[config.mk]
export PLATFORM = sky130hd
export DESIGN_NAME = logn
export DESIGN_NICKNAME = d
export VERILOG_FILES = /design/src/rtl/logn.sv
export SDC_FILE = /design/constraint.sdc
export NUM_CORES = 1
export LEC_CHECK = 0
export CORE_MARGIN = 2
export CORE_UTILIZATION = 61
export DETAILED_ROUTE_END_ITERATION = 16
export PLACE_DENSITY = 0.8
export SLEW_MARGIN = 40
export SYNTH_ARGS = -nofsm -noshare
export SYNTH_HDL_FRONTEND = slang
export SYNTH_SLANG_ARGS = --single-unit
[constraint.sdc]
create_clock -name clk -period 4.7 [get_ports clk]
set_input_delay 0.705 -clock clk [delete_from_list [all_inputs] [get_ports clk]]
set_output_delay 0.705 -clock clk [all_outputs]
set_load 0.01 [all_outputs]
[src/rtl/logn.sv]
// Sequential fixed-point natural log: y = ln(x0) for x0 in (0, 1.0], Q1.8 format.
// Multiplicative normalization with (1+2^-k) factors; fixed 10-cycle start-to-done latency.
module logn #(
  parameter int unsigned W     = 10,
  parameter int unsigned FRAC  = 8,
  parameter int unsigned ITERS = 8
) (
  input  logic         clk,
  input  logic         rst,
  input  logic         start,
  input  logic [W-1:0] x0,
  output logic [W-1:0] y,
  output logic         busy,
  output logic         done,
  output logic         err
);

  localparam int unsigned AW  = W + 2;
  localparam int unsigned SW  = 2 * W;
  localparam int unsigned KW  = 4;
  localparam int unsigned ONE = 1 << FRAC;

  localparam logic [W-1:0]         ONE_V   = W'(ONE);
  localparam logic [W-1:0]         SAT_V   = {1'b1, {(W-1){1'b0}}};
  localparam logic signed [AW-1:0] SAT_LIM = -AW'(signed'(ONE * 2));
  localparam logic [AW-1:0]        LN2     = AW'(177);

  typedef enum logic [1:0] {
    S_IDLE = 2'd0,
    S_NORM = 2'd1,
    S_ITER = 2'd2,
    S_OUT  = 2'd3
  } state_e;

  state_e                state_q, state_d;
  logic [W-1:0]          x_acc_q, x_acc_d;
  logic signed [AW-1:0]  y_acc_q, y_acc_d;
  logic [KW-1:0]         k_q, k_d;
  logic                  err_flag_q, err_flag_d;
  logic [W-1:0]          y_q, y_d;
  logic                  busy_q, busy_d;
  logic                  done_q, done_d;
  logic                  err_q, err_d;

  logic [KW-1:0]         shamt_c;
  logic [W-1:0]          t_c;

  // ln(1+2^-k) in Q.8, rounded
  function automatic logic signed [AW-1:0] ln_tab(input logic [KW-1:0] k);
    case (k)
      4'd1:    ln_tab = AW'(104);
      4'd2:    ln_tab = AW'(57);
      4'd3:    ln_tab = AW'(30);
      4'd4:    ln_tab = AW'(16);
      4'd5:    ln_tab = AW'(8);
      4'd6:    ln_tab = AW'(4);
      4'd7:    ln_tab = AW'(2);
      4'd8:    ln_tab = AW'(1);
      default: ln_tab = AW'(0);
    endcase
  endfunction

  // Smallest left shift that lifts x_acc above 0.5; a zero operand falls through to 8
  always_comb begin
    shamt_c = KW'(8);
    for (int i = 8; i >= 0; i--) begin
      if ((SW'(x_acc_q) << i) > SW'(ONE / 2)) shamt_c = KW'(i);
    end
  end

  assign t_c = x_acc_q + (x_acc_q >> k_q);

  always_ff @(posedge clk) begin
    if (rst) begin
      state_q    <= S_IDLE;
      x_acc_q    <= '0;
      y_acc_q    <= '0;
      k_q        <= '0;
      err_flag_q <= 1'b0;
      y_q        <= '0;
      busy_q     <= 1'b0;
      done_q     <= 1'b0;
      err_q      <= 1'b0;
    end else begin
      state_q    <= state_d;
      x_acc_q    <= x_acc_d;
      y_acc_q    <= y_acc_d;
      k_q        <= k_d;
      err_flag_q <= err_flag_d;
      y_q        <= y_d;
      busy_q     <= busy_d;
      done_q     <= done_d;
      err_q      <= err_d;
    end
  end

  always_comb begin
    state_d    = state_q;
    x_acc_d    = x_acc_q;
    y_acc_d    = y_acc_q;
    k_d        = k_q;
    err_flag_d = err_flag_q;
    y_d        = y_q;
    busy_d     = busy_q;
    done_d     = 1'b0;
    err_d      = err_q;

    case (state_q)
      S_IDLE: begin
        if (start) begin
          x_acc_d    = x0;
          y_acc_d    = '0;
          err_flag_d = (x0 == '0) || x0[W-1] || (x0 > ONE_V);
          busy_d     = 1'b1;
          state_d    = S_NORM;
        end
      end
      S_NORM: begin
        x_acc_d = x_acc_q << shamt_c;
        y_acc_d = -signed'(AW'(shamt_c) * LN2);
        k_d     = KW'(1);
        state_d = S_ITER;
      end
      S_ITER: begin
        if (t_c <= ONE_V) begin
          x_acc_d = t_c;
          y_acc_d = y_acc_q - ln_tab(k_q);
        end
        k_d = k_q + KW'(1);
        if (k_q == KW'(ITERS)) state_d = S_OUT;
      end
      S_OUT: begin
        if (err_flag_q || (y_acc_q < SAT_LIM)) y_d = SAT_V;
        else                                    y_d = y_acc_q[W-1:0];
        err_d   = err_flag_q;
        done_d  = 1'b1;
        busy_d  = 1'b0;
        state_d = S_IDLE;
      end
      default: state_d = S_IDLE;
    endcase
  end

  assign y    = y_q;
  assign busy = busy_q;
  assign done = done_q;
  assign err  = err_q;

endmodule
==> results.sh <==
export IMPL_status="finished, final reports clean"
export IMPL_clock_skew_final_ps=5.63
export IMPL_drt_first_iter_violations=254
export IMPL_netlist_area_leader_share_pct=22.0
export IMPL_io_buffer_count=25
export IMPL_register_clock_pin_slew_on_the_reported_worst_setup_and_hold_paths_ps=100
export IMPL_crit_family="simple AND/OR/NAND/NOR gates"
export IMPL_async_flop_share_pct=0
export IMPL_die_height_um=89.6
export IMPL_synth_largest_area_cell="sky130_fd_sc_hd__dfxtp_1"
export IMPL_worst_path_max_fanout=11
export IMPL_synth_sequential_area_ratio_pct=22.0
export IMPL_drt_pre_antenna_iters=5
export IMPL_setup_worst_path_class="reg -> reg"
export IMPL_route_vias_total=4459
export IMPL_vias_in_the_first_global_route=4051
export IMPL_detail_route_antenna_nets=0
export IMPL_critical_path_capture_point_type="flop"
export IMPL_synth_enable_flop_cells=0
export IMPL_synth_most_common_cell="sky130_fd_sc_hd__nor2_1"
export IMPL_post_cts_hold_buffer_count=0
export IMPL_post_synth_cell_area_avg_um2=7.44
export IMPL_syn_instance_count=600
export IMPL_cp_cell_sequence="or4_1 -> or2_2 -> a21oi_2 -> nand2_1 -> inv_1 -> ha_1 -> inv_1 -> fa_1 -> ha_1 -> ha_1 -> or2_2 -> o22ai_1 -> nor3_1 -> or4_1 -> nand4_1"
export IMPL_pin_count=26
export IMPL_area_delta_synth_final_pct=10.2
export IMPL_final_max_slew_viol_count=0
export IMPL_final_layout_size_suffix_gt1_share_pct=7.50
export IMPL_cp_arrival_ps=4620
export IMPL_timing_critical_path_slowest_cell_delay_ps=660
export IMPL_rsz0062_at_grt="no"
export IMPL_place_hpwl_mm=8.79
export IMPL_yosys_cell_types_count=67
export IMPL_finalNetCount=674
export IMPL_grt_antenna_before_repair=0
export IMPL_fp_coreArea_um2=7180
export IMPL_cts_buffers_inserted=5
export IMPL_synth_area_um2=4470
export IMPL_maxCapViolCount=0
export IMPL_final_setup_tns_ps=0
export IMPL_clock_tree_buffer_depth=2
export IMPL_tritoncts="done"
export IMPL_grt_max_degree=54
export IMPL_fmax_mhz=230
export IMPL_netlist_top_cells_count="64 x sky130_fd_sc_hd__nor2_1, 61 x sky130_fd_sc_hd__a21oi_1, 55 x sky130_fd_sc_hd__nand2_1"
export IMPL_first_pass_grt_wire_length_mm=19.0
export IMPL_hold_class="reg -> reg"
export IMPL_cts_root_buffer="sky130_fd_sc_hd__clkbuf_8"
export IMPL_worst_endpoint_required_ps=4960
export IMPL_grt_use_total_pct=29.9
export IMPL_initial_core_util_pct=62.2
export IMPL_slowest_stage="sky130_fd_sc_hd__or4_1"
export IMPL_wire_length_reported_by_the_detailed_router_mm=11.7
export IMPL_yosys_most_used_dff="sky130_fd_sc_hd__dfxtp_1"
export IMPL_worst_pin_slew_ps=814
export IMPL_gr_total_overflow=0
export IMPL_worstSetupStartpoint="x_acc_q[6]$_SDFFE_PP0P_"
export IMPL_worst_r2r_endpoint="y_acc_q[11]$_SDFFE_PP0P_"
export IMPL_fp_dieW_um=89.6
export IMPL_synthesis_yosys_warnings=0
export IMPL_worst_r2r_path_depth=15
export IMPL_synthTopCellsByArea="sky130_fd_sc_hd__dfxtp_1 22%, sky130_fd_sc_hd__ha_1 13%, sky130_fd_sc_hd__a21oi_1 6.8%"
export IMPL_detail_route_vias_per_cell=6.26
export IMPL_final_fill_count=591
export IMPL_core_rowCount=31
export IMPL_die_area_um2=8020
export IMPL_critical_path_most_common_cell="sky130_fd_sc_hd__ha_1"
export IMPL_register_to_register_setup_slack_ps=340
export IMPL_r2r_start="x_acc_q[6]$_SDFFE_PP0P_"
export IMPL_timing_slew_headroom_pct=45.7
export IMPL_timing_final_crit_share_pct=92.7
export IMPL_hold_violations=0
export IMPL_gp_congestion=1.00
export IMPL_cp_num_buf_inv=2
export IMPL_wire_per_inst_um=16.4
export IMPL_h_tree_depth=2
export IMPL_drc_errors=0
export IMPL_clock_sink_count=49
export IMPL_ys_seq_elements=49
export IMPL_post_route_min_period_ps=4360
export IMPL_diodes=0
export IMPL_worst_setup_path_endpoint="y_acc_q[11]$_SDFFE_PP0P_"
export IMPL_number_of_failing_setup_endpoints_in_the_final_timing_report=0
export IMPL_syn_nets=662
export IMPL_crit_cells=15
export IMPL_clk_insertion_delay_late_ps=310
export IMPL_startpoint_type="flop"
-- worst min-delay path: stages (launching register included) --
cell	delay [ps]
sky130_fd_sc_hd__dfxtp_1	340
sky130_fd_sc_hd__nand2_1	60
sky130_fd_sc_hd__a21oi_1	50
-- cell usage in the layout (no fill, tap or decap), types with 3 or more instances in the layout --
cell and count:
sky130_fd_sc_hd__o31ai_1 5, sky130_fd_sc_hd__xor2_1 5, sky130_fd_sc_hd__o21ai_0 26, sky130_fd_sc_hd__nor2_1 64, sky130_fd_sc_hd__a21oi_1 60, sky130_fd_sc_hd__nor3b_1 4
sky130_fd_sc_hd__mux2i_1 19, sky130_fd_sc_hd__clkdlybuf4s50_1 24, sky130_fd_sc_hd__or3_1 3, sky130_fd_sc_hd__a32oi_1 3, sky130_fd_sc_hd__nand3_1 12, sky130_fd_sc_hd__o21a_1 5
sky130_fd_sc_hd__or4_1 3, sky130_fd_sc_hd__fa_1 3, sky130_fd_sc_hd__nor4_1 9, sky130_fd_sc_hd__a211oi_1 11, sky130_fd_sc_hd__ha_1 46, sky130_fd_sc_hd__nand2_1 55
sky130_fd_sc_hd__a21o_1 5, sky130_fd_sc_hd__nor2b_1 23, sky130_fd_sc_hd__o211ai_1 10, sky130_fd_sc_hd__nand2b_1 7, sky130_fd_sc_hd__mux2_2 5, sky130_fd_sc_hd__nor3_1 22
sky130_fd_sc_hd__o22ai_1 5, sky130_fd_sc_hd__dfxtp_1 49, sky130_fd_sc_hd__xnor2_1 7, sky130_fd_sc_hd__nand3b_1 3, sky130_fd_sc_hd__or2_2 4, sky130_fd_sc_hd__buf_4 17
sky130_fd_sc_hd__a31oi_1 4, sky130_fd_sc_hd__inv_1 41, sky130_fd_sc_hd__and4_1 3, sky130_fd_sc_hd__clkbuf_8 5
-- final cells by class --
cell class | count | area [µm²] | share of cell area (%)
Clock buffer | 5 | 68.8 | 1.40
Clock inverter | 3 | 26.3 | 0.534
Inverter | 41 | 154 | 3.13
Multi-Input combinational cell | 474 | 3200 | 65.0
Sequential cell | 49 | 981 | 19.9
Tap cell | 99 | 124 | 2.52
Timing Repair Buffer | 41 | 368 | 7.48
-- layer usage --
metal  GRT usage (%)  routed length, µm  part of all wire [%]
met1            37.0               4910                    42
met2            52.7               5730                    49
met3            3.47                687                   5.9
met4            12.1                369                   3.2
met5               0                  0                     0
-- repair_timing --
item / 4_1_cts / 5_1_grt
setup endpoints to repair: 0 / 1
resized for setup: 0 / 2
buffers inserted: 0 / 0
-- kinds of logic after synthesis --
| family | after synthesis | share of synthesized area (%) |
|---|---|---|
| AND/OR/NAND/NOR | 224 | 25.2 |
| AO/OA/AOI/OAI | 165 | 24.2 |
| buffers and inverters | 77 | 6.58 |
| adder cells (fa/ha/maj) | 49 | 14.2 |
| flip-flops | 49 | 22.0 |
| multiplexers | 24 | 5.52 |
| XOR/XNOR | 12 | 2.35 |
-- per-stage QoR --
step	hold slack (ps)	std cells	setup slack, ps	utilization (%)	area (µm²)
2_1_floorplan	450	600	451	-	4470
3_3_place_gp	466	704	428	67.2	4820
3_5_place_dp	472	704	275	67.2	4820
4_1_cts	488	712	241	68.5	4920
5_1_grt	503	712	50.5	68.6	4920
6_report	494	712	344	68.6	4920
-- how the worst min path moves through the flow --
| stage | start | to | slack [ps] | depth (start not counted) |
|---|---|---|---|---|
| 2_1_floorplan | y_acc_q[4]$_SDFFE_PP0P_ | y_acc_q[4]$_SDFFE_PP0P_ | 450 | 2 |
| 3_3_place_gp | y_acc_q[4]$_SDFFE_PP0P_ | y_acc_q[4]$_SDFFE_PP0P_ | 470 | 2 |
| 3_5_place_dp | y_acc_q[4]$_SDFFE_PP0P_ | y_acc_q[4]$_SDFFE_PP0P_ | 470 | 2 |
| 4_1_cts | y_acc_q[4]$_SDFFE_PP0P_ | y_acc_q[4]$_SDFFE_PP0P_ | 490 | 2 |
| 5_1_grt | y_acc_q[4]$_SDFFE_PP0P_ | y_acc_q[4]$_SDFFE_PP0P_ | 500 | 2 |
| 6_report | y_acc_q[4]$_SDFFE_PP0P_ | y_acc_q[4]$_SDFFE_PP0P_ | 490 | 2 |
Power is not shown: default switching activity piles up to over one toggle a cycle in this logic, so the estimate is an artifact.
